$ cat src/rtl/csr_timer_bank.sv
// csr_timer_bank: NUM_TIMERS down-counting timers (one-shot or periodic) with
// write-1-to-clear pending interrupts, plus a 64-bit free-running stable counter
// whose high word is read through a snapshot taken on a low-word read.
module csr_timer_bank #(
   parameter int unsigned NUM_TIMERS = 4,
   parameter int unsigned TIMESIZE   = 32,
   parameter int unsigned ADDR_W     = 6,
   parameter int unsigned CNT_W      = 64
) (
   input  logic                  clk,
   input  logic                  reset,
   input  logic                  csr_we,
   input  logic [ADDR_W-1:0]     csr_waddr,
   input  logic [31:0]           csr_wdata,
   input  logic [31:0]           csr_wmask,
   input  logic                  csr_re,
   input  logic [ADDR_W-1:0]     csr_raddr,
   output logic [31:0]           csr_rdata,
   input  logic                  timer_stall,
   output logic [NUM_TIMERS-1:0] timer_irq,
   output logic                  irq_any
);

   localparam int unsigned DATA_W = 32;
   localparam int unsigned SUB_W  = 2;
   localparam int unsigned CH_W   = ADDR_W - SUB_W;
   localparam int unsigned HI_LSB = 32;

   localparam logic [SUB_W-1:0]  SUB_CFG     = 2'd0;
   localparam logic [SUB_W-1:0]  SUB_VAL     = 2'd1;
   localparam logic [SUB_W-1:0]  SUB_CLR     = 2'd2;
   localparam logic [ADDR_W-1:0] CNT_LO_ADDR = ADDR_W'(4 * NUM_TIMERS);
   localparam logic [ADDR_W-1:0] CNT_HI_ADDR = ADDR_W'(4 * NUM_TIMERS + 1);

   // CFG layout: bit0 En, bit1 Periodic, [TIMESIZE-1:2] InitVal
   logic [NUM_TIMERS-1:0][TIMESIZE-1:0] cfg_q;
   logic [NUM_TIMERS-1:0][TIMESIZE-1:0] cfg_d;
   logic [NUM_TIMERS-1:0][TIMESIZE-1:0] val_q;
   logic [NUM_TIMERS-1:0][TIMESIZE-1:0] val_d;
   logic [NUM_TIMERS-1:0]               pend_d;
   logic [NUM_TIMERS-1:0]               cfg_wr;
   logic [NUM_TIMERS-1:0]               clr_wr;
   logic [NUM_TIMERS-1:0]               fire;
   logic [CNT_W-1:0]                    cnt_q;
   logic [DATA_W-1:0]                   shadow_hi_q;
   logic [DATA_W-1:0]                   wdata_m;
   logic [CH_W-1:0]                     wr_ch;
   logic [CH_W-1:0]                     rd_ch;
   logic [SUB_W-1:0]                    wr_sub;
   logic [SUB_W-1:0]                    rd_sub;

   assign wdata_m = csr_wdata & csr_wmask;
   assign wr_ch   = csr_waddr[ADDR_W-1:SUB_W];
   assign wr_sub  = csr_waddr[SUB_W-1:0];
   assign rd_ch   = csr_raddr[ADDR_W-1:SUB_W];
   assign rd_sub  = csr_raddr[SUB_W-1:0];

   // Per-channel write decode; a CLR only counts when masked data bit0 is set
   always_comb begin
      cfg_wr = '0;
      clr_wr = '0;
      for (int i = 0; i < int'(NUM_TIMERS); i++) begin
         cfg_wr[i] = csr_we && (wr_ch == CH_W'(i)) && (wr_sub == SUB_CFG);
         clr_wr[i] = csr_we && (wr_ch == CH_W'(i)) && (wr_sub == SUB_CLR) && wdata_m[0];
      end
   end

   // Channel next state: CFG write beats counting/firing, firing beats CLR
   always_comb begin
      logic [TIMESIZE-1:0] nv;
      nv     = '0;
      cfg_d  = cfg_q;
      val_d  = val_q;
      pend_d = timer_irq;
      fire   = '0;
      for (int i = 0; i < int'(NUM_TIMERS); i++) begin
         if (cfg_wr[i]) begin
            nv       = (cfg_q[i] & ~csr_wmask[TIMESIZE-1:0]) | wdata_m[TIMESIZE-1:0];
            cfg_d[i] = nv;
            val_d[i] = {nv[TIMESIZE-1:2], 2'b00};
         end else if (!timer_stall && cfg_q[i][0]) begin
            if (val_q[i] != '0) begin
               val_d[i] = val_q[i] - TIMESIZE'(1);
            end else begin
               fire[i]   = 1'b1;
               pend_d[i] = 1'b1;
               if (cfg_q[i][1]) begin
                  val_d[i] = {cfg_q[i][TIMESIZE-1:2], 2'b00};
               end else begin
                  cfg_d[i][0] = 1'b0;
               end
            end
         end
         if (clr_wr[i] && !fire[i]) begin
            pend_d[i] = 1'b0;
         end
      end
   end

   // Channel registers and interrupt outputs
   always_ff @(posedge clk or posedge reset) begin
      if (reset) begin
         cfg_q     <= '0;
         val_q     <= '0;
         timer_irq <= '0;
         irq_any   <= 1'b0;
      end else begin
         cfg_q     <= cfg_d;
         val_q     <= val_d;
         timer_irq <= pend_d;
         irq_any   <= |pend_d;
      end
   end

   // Stable counter and high-word snapshot captured on a low-word read
   always_ff @(posedge clk or posedge reset) begin
      if (reset) begin
         cnt_q       <= '0;
         shadow_hi_q <= '0;
      end else begin
         if (!timer_stall) begin
            cnt_q <= cnt_q + CNT_W'(1);
         end
         if (csr_re && (csr_raddr == CNT_LO_ADDR)) begin
            shadow_hi_q <= cnt_q[CNT_W-1:HI_LSB];
         end
      end
   end

   // Combinational read mux; unmapped, reserved and CLR addresses read 0
   always_comb begin
      csr_rdata = '0;
      for (int i = 0; i < int'(NUM_TIMERS); i++) begin
         if (rd_ch == CH_W'(i)) begin
            if (rd_sub == SUB_CFG) begin
               csr_rdata = DATA_W'(cfg_q[i]);
            end else if (rd_sub == SUB_VAL) begin
               csr_rdata = DATA_W'(val_q[i]);
            end
         end
      end
      if (csr_raddr == CNT_LO_ADDR) begin
         csr_rdata = cnt_q[DATA_W-1:0];
      end else if (csr_raddr == CNT_HI_ADDR) begin
         csr_rdata = shadow_hi_q;
      end
   end

endmodule

$ cat config.mk
export PLATFORM = sky130hd
export DESIGN_NAME = csr_timer_bank
export DESIGN_NICKNAME = d
export VERILOG_FILES = /design/src/rtl/csr_timer_bank.sv
export SDC_FILE = /design/constraint.sdc
export NUM_CORES = 1
export LEC_CHECK = 0
export ABC_AREA = 0
export CAP_MARGIN = 20
export CORE_MARGIN = 10
export CORE_UTILIZATION = 40
export CTS_CLUSTER_SIZE = 10
export DETAILED_ROUTE_END_ITERATION = 8
export HOLD_SLACK_MARGIN = 0.02
export PLACE_DENSITY_LB_ADDON = 0.2
export SYNTH_ARGS = -nofsm -noshare
export SYNTH_HDL_FRONTEND = slang
export SYNTH_SLANG_ARGS = --single-unit
$ cat constraint.sdc
create_clock -name clk -period 19.4 [get_ports clk]
set_input_delay 4.85 -clock clk [delete_from_list [all_inputs] [get_ports clk]]
set_output_delay 4.85 -clock clk [all_outputs]
set_load 0.02 [all_outputs]
After elaboration in Yosys (flattened, before gate mapping)
Cells that the tools add are included.
{"block": "totals", "ram_bits": 0, "wordCells": 178, "regBits": 357, "output_inout_bits": 37, "mem_count": 0, "latchBits": 0, "mem_bits_ro": 0, "in_bits": 81}
{"block": "classes", "n_div": 0, "mux": 74, "addsub": 5, "multipliers": 0, "shift": 0, "reduce_logical": 55, "n_eq_ne": 18, "order_cmp": 0, "bitwise_logic": 10}
{"op": "32-bit 2-to-1 mux", "count": 30}
{"op": "32-bit AND", "count": 5}
{"op": "32-bit bitwise OR", "count": 4}
{"op": "32-bit nonzero test", "count": 4}
{"op": "32-bit by 1-bit subtractor with 32-bit output, second input constant", "count": 4}
{"op": "64-bit by 1-bit adder with 64-bit output, second input constant", "count": 1}
{"op": "1-bit 2-to-1 mux", "count": 44}
{"op": "32-bit inverter", "count": 1}
{"op": "1-bit logical AND", "count": 25}
{"op": "4-bit by 2-bit equality test with 1-bit output, second input constant", "count": 4}
{"op": "6-bit by 5-bit equality test with 1-bit output, second input constant", "count": 2}
{"op": "3-bit AND reduction", "count": 4}
{"op": "3-bit nonzero test", "count": 4}
{"op": "4-bit by 1-bit equality test with 1-bit output, second input constant", "count": 2}
{"op": "4-bit logical NOT", "count": 2}
{"op": "2-bit by 1-bit inequality test with 1-bit output, second input constant", "count": 4}
{"op": "2-bit inequality test, second input constant", "count": 4}
{"op": "2-bit AND reduction", "count": 4}
{"op": "2-bit nonzero test", "count": 4}
{"op": "1-bit logical NOT", "count": 5}
{"op": "2-bit logical NOT", "count": 2}
{"op": "4-bit OR reduction", "count": 1}
{"op": "2-bit by 1-bit equality test with 1-bit output, second input constant", "count": 1}
{"op": "2-bit equality test, second input constant", "count": 1}

Depth between registers and ports, before layout
{"block": "depth", "depth_word": 15, "ltp_mapped": 10, "ltp_nobuf": 8}

Worst setup path after synthesis
No wires, ideal clock.
{"block": "synth_timing", "kind": "input port to output port", "startpoint": "input port csr_raddr[3]", "endpoint": "output port csr_rdata[2]", "arrival_ns": 7.490, "n_path_buf": 4, "slack_ns": 7.060, "path_stages": 7, "required_time_ns": 14.550, "cell_sequence": "clkbuf_1 nor4bb_1 clkbuf_1 clkbuf_1 clkbuf_1 a222oi_1 a2111oi_0"}
{"block": "synth_via", "elab_chain_len": 13, "elab_cells_between_ends": 18, "cone_classes": "eq/ne (5); mux (12); reduce/logical (1)"}
{"element": "start: declaration", "line": "17", "text": "input logic [ADDR_W-1:0] csr_raddr,"}
{"element": "4-bit logical NOT", "line": "134", "text": "if (rd_ch == CH_W'(i)) begin"}
{"element": "32-bit 2-to-1 mux", "line": "134"}
{"element": "32-bit 2-to-1 mux", "line": "137", "text": "end else if (rd_sub == SUB_VAL) begin"}
{"element": "32-bit 2-to-1 mux", "line": "135", "text": "if (rd_sub == SUB_CFG) begin"}
{"element": "32-bit 2-to-1 mux", "line": "134"}
{"element": "32-bit 2-to-1 mux", "line": "137"}
{"element": "32-bit 2-to-1 mux", "line": "135"}
{"element": "32-bit 2-to-1 mux", "line": "134"}
{"element": "32-bit 2-to-1 mux", "line": "137"}
{"element": "32-bit 2-to-1 mux", "line": "135"}
{"element": "32-bit 2-to-1 mux", "line": "134"}
{"element": "32-bit 2-to-1 mux", "line": "144", "text": "end else if (csr_raddr == CNT_HI_ADDR) begin"}
{"element": "32-bit 2-to-1 mux *", "line": "142", "text": "if (csr_raddr == CNT_LO_ADDR) begin"}
{"element": "end: declaration", "line": "18", "text": "output logic [31:0] csr_rdata,"}
Mark *: on every way between the ends. The rest lies on a longest branch, timed or not.

Worst setup path in the final report
{"block": "layout_timing", "startpoint": "input port csr_raddr[3]", "endpoint": "output port csr_rdata[12]"}
Same word-level chain as after synthesis.

==> metrics.md <==
| Metric | Value |
|---|---|
| Outcome | complete, no violations |
| Fmax | 0.07184 GHz |
| First-pass GRT wire length | 156800 µm |
| Element type at the critical path end | primary output |
| DRC violations left | 0 |
| Worst Skew | approximately 18 ps |
| Placer Congestion | roughly 1.0 |
| Power, Total | approximately 2600 µW |
| VDD IR max | roughly 70 µV |
| CP max stage cell | a2111oi_0 |
| Core Area | 56390 µm² |
| P_leak | ~0.011 µW |
| Tot GR Track Use | 0.3168 |
| Longest Clk Path Bufs | 3 |
| Antenna viol nets, final | 0 |
| Final setup vio count | 0 |
| Vias per cell | around 6.7 |
| CTS tree | built |
| Max_cap viols | 0 |
| Die Ht | 258.6 µm |
| RSZ-0062 raised after global routing | no |
| #FFs+latches synth | 357 |
| CTS H-tree depth | 2 |
| Post-synthesis cell area | around 23000 µm² |
| Post-synth EDFFs | 0 |
| Max Slew Vio Count | 0 |
| DP Worst Slack | between 5000 and 6000 ps |
| Vias | 22799 |
| Number of setup buffers added after CTS | 0 |
| CTS clk-pin slew, worst paths | about 50 ps |
| Hold-fix buffers, CTS | 0 |
| Worst Setup Start Kind | input pin |
| Routed wire length | between 100000 and 150000 µm |
| Final worst-path cycle share | 0.7175 |
| DRT Pass-1 Iters | 8 |
| Root buf cell | clkbuf_16 |
| Crit-path leading delay family | simple AND/OR/NAND/NOR gates |
| Initial Util | 0.4038 |
| Fillers | around 5500 |
| Overflow after GRT | 0 |
| Critical path class | in2out |
| Least-Margin Pin Slew | around 1300 ps |
| Vias in the first global route | roughly 21000 |
| Critical Path AT | about 9000 ps |
| DIE WIDTH | around 260 µm |
| DR WL/cell | 31.97 µm |
| Share of post-route cells with drive strength above 1 | 0.1203 |
| Synth warnings | 0 |
| Total CTS buffers | between 40 and 50 |
| CP Cell Sequence | clkdlybuf4s50_1 > or4b_2 > nand2_1 > a221o_1 > a21oi_1 > a2111oi_0 > clkdlybuf4s50_1 |
| Period minus WS final | roughly 14000 ps |
| Share of synthesized registers carrying an async set or reset | 1.000 |
| Num rows | 87 |
| Synthesis-to-layout area growth | 14.56% |
| Setup ws final | roughly 5500 ps |
| Syn nets | 2692 |
| Cell variety after synth | 85 |
| Initial antenna violation count | 9 |
| Num Clock Sinks | ~360 |
| Power Density | approximately 100 nW/µm² |
| Detailed Place HPWL | 81240 µm |
| Mean Syn Cell Area | 8.750 µm² |
| Worst-Skew Late Latency | approximately 600 ps |
| Nets | 2719 |
| Synthesized instance count | roughly 2600 |
| Die area | around 67000 µm² |
| Critical Path Max Stage Delay | 840 ps |
| Register area share after synthesis | 0.3924 |
| IO Count | roughly 120 |
| Worst path most repeated cell | clkdlybuf4s50_1 |
| DRT iter0 DRCs | approximately 3400 |
| Top_reg_cell synth | dfrtp_1 |
| Setup TNS Final | 0 ps |
| Required time of the critical path | approximately 15000 ps |
| Worst Path Max Fanout | 19 |
| Number of buffers and inverters on the critical path | 2 |
| Hold Crit Class | reg2reg |
| Cts repair resizes | 0 |
| Rel. slew slack | 0.1563 |
| Pin count of the biggest net entering global routing | 154 |
| IO Port Bufs | about 120 |
| Endpoints failing hold | 0 |
area by class of cell:
class | count | area (µm²) | area share
repair buffers | 168 | 1559 | 0.05977
flip-flops and latches | 357 | 8934 | 0.3425
well taps | 756 | 945.9 | 0.03627
diodes | 1 | 2.502 | 0.00009594
clock inverters | 12 | 203.9 | 0.007819
clock buffers | 59 | 1280 | 0.04907
multi-input cells | 1987 | 12890 | 0.4942
inverters | 69 | 266.5 | 0.01022
cells by family (layout without fill, tap and decap cells):
| family | count (synthesis) | in the layout | share of synthesized area |
|---|---|---|---|
| buf+inv | 258 | 308 | 0.04517 |
| mux | 211 | 211 | 0.1026 |
| flops | 357 | 357 | 0.3924 |
| simple gates | 958 | 958 | 0.2050 |
| compound gates | 715 | 715 | 0.2138 |
| other cells | 0 | 1 | 0 |
| xor+xnor | 94 | 94 | 0.03616 |
| fa+ha+maj | 9 | 9 | 0.004946 |
report_power, final:
group / internal (µW) / leakage [µW] / switching [µW]
Combinational: 261 / 0.00527 / 429
Sequential: 847 / 0.00476 / 225
Clock: 526 / 0.000733 / 353
worst paths after layout:
check	endpoint	slack, ps	cells after the start	startpoint
setup reg to reg	cfg_q[0]	15540	6	val_q[10]
max in group asynchronous	val_q[10]	12440	4	reset
hold reg to reg	cnt_q[63]	470	1	cnt_q[63]
setup / recovery	csr_rdata[12]	5480	7	csr_raddr[3]
hold / removal	cnt_q[63]	470	1	cnt_q[63]
min in group asynchronous	cfg_q[84]	4750	2	reset
cell usage after synthesis, types with 21 or more instances:
master    instances  area, µm²
clkbuf_1        131      491.7
a21o_1           21      157.7
mux2_2          149       1678
a21oi_1         131      655.6
inv_1            69      259.0
buf_1            28      105.1
nand3_1          63      315.3
nand4_1          35      219.0
nor2_1          213      799.5
nor3_1           82      410.4
dfrtp_1         357       8934
o21ai_0         188      940.9
o211ai_1         28      210.2
xnor2_1          62      543.0
xor2_1           32      280.3
buf_2            21      105.1
a221o_1          30      300.3
mux2i_1          59      590.6
nand2b_1         54      337.8
nand2_1         329       1235
or3_1            25      156.4
nor4_1           44      275.3
o22ai_1          47      294.0
layout by cell type, fill, tap and decap left out, types with 12 or more instances in the layout:
cell / synthesis / layout
a21o_1: 21 / 21
a21oi_1: 131 / 131
nand4_1: 35 / 35
nor3_1: 82 / 79
or2_2: 15 / 15
mux2_2: 149 / 149
buf_4: 4 / 51
a2111oi_0: 17 / 17
nor2_1: 213 / 213
clkbuf_16: 0 / 46
o21ai_0: 188 / 187
a221o_1: 30 / 30
o22ai_1: 47 / 47
nand3_1: 63 / 62
or4_1: 15 / 14
nand2_1: 329 / 329
a211oi_1: 17 / 17
a22o_1: 12 / 12
a221oi_1: 17 / 17
o211ai_1: 28 / 28
o31ai_1: 14 / 14
inv_1: 69 / 68
clkdlybuf4s50_1: 0 / 115
nor4_1: 44 / 42
o22a_1: 15 / 15
xor2_1: 32 / 32
o221ai_1: 18 / 18
nand2b_1: 54 / 54
mux2i_1: 59 / 59
xnor2_1: 62 / 62
dfrtp_1: 357 / 357
a222oi_1: 20 / 20
a2bb2oi_1: 15 / 15
or3_1: 25 / 25
a31oi_1: 17 / 17
a22oi_1: 20 / 20
metrics by stage:
stage | hold slack, ps | cells | util | instance area (µm²)
after floorplan | 441.8 | 2602 | - | 22770
after CTS | 485.3 | 3407 | 0.4624 | 26070
after global placement | 468.8 | 3336 | 0.4361 | 24590
final | 474.0 | 3409 | 0.4626 | 26080
after detailed placement | 474.2 | 3336 | 0.4361 | 24590
after global routing | 515.1 | 3408 | 0.4625 | 26080
worst reg2reg max path, cell delays in order, from the launching register on:
cell	delay, ps
dfrtp_1	460
nor4_1	810
nand4b_1	600
nor3_1	720
nand2_1	520
o31a_1	390
mux2_2	270
flip-flops by register name (all words and copies together), names as in the netlist, named ones only:
name	count
cfg_q	124
cnt_q	64
irq_any	1
shadow_hi_q	32
timer_irq	4
val_q	128
metal layers:
metal	up-vias	GRT usage	wire, µm
li1	9673	-	-
met1	11384	0.4333	44320
met2	1445	0.4719	47200
met3	289	0.06774	11830
met4	8	0.1469	5587
met5	-	0	45
(Power assumes the default switching activity.)
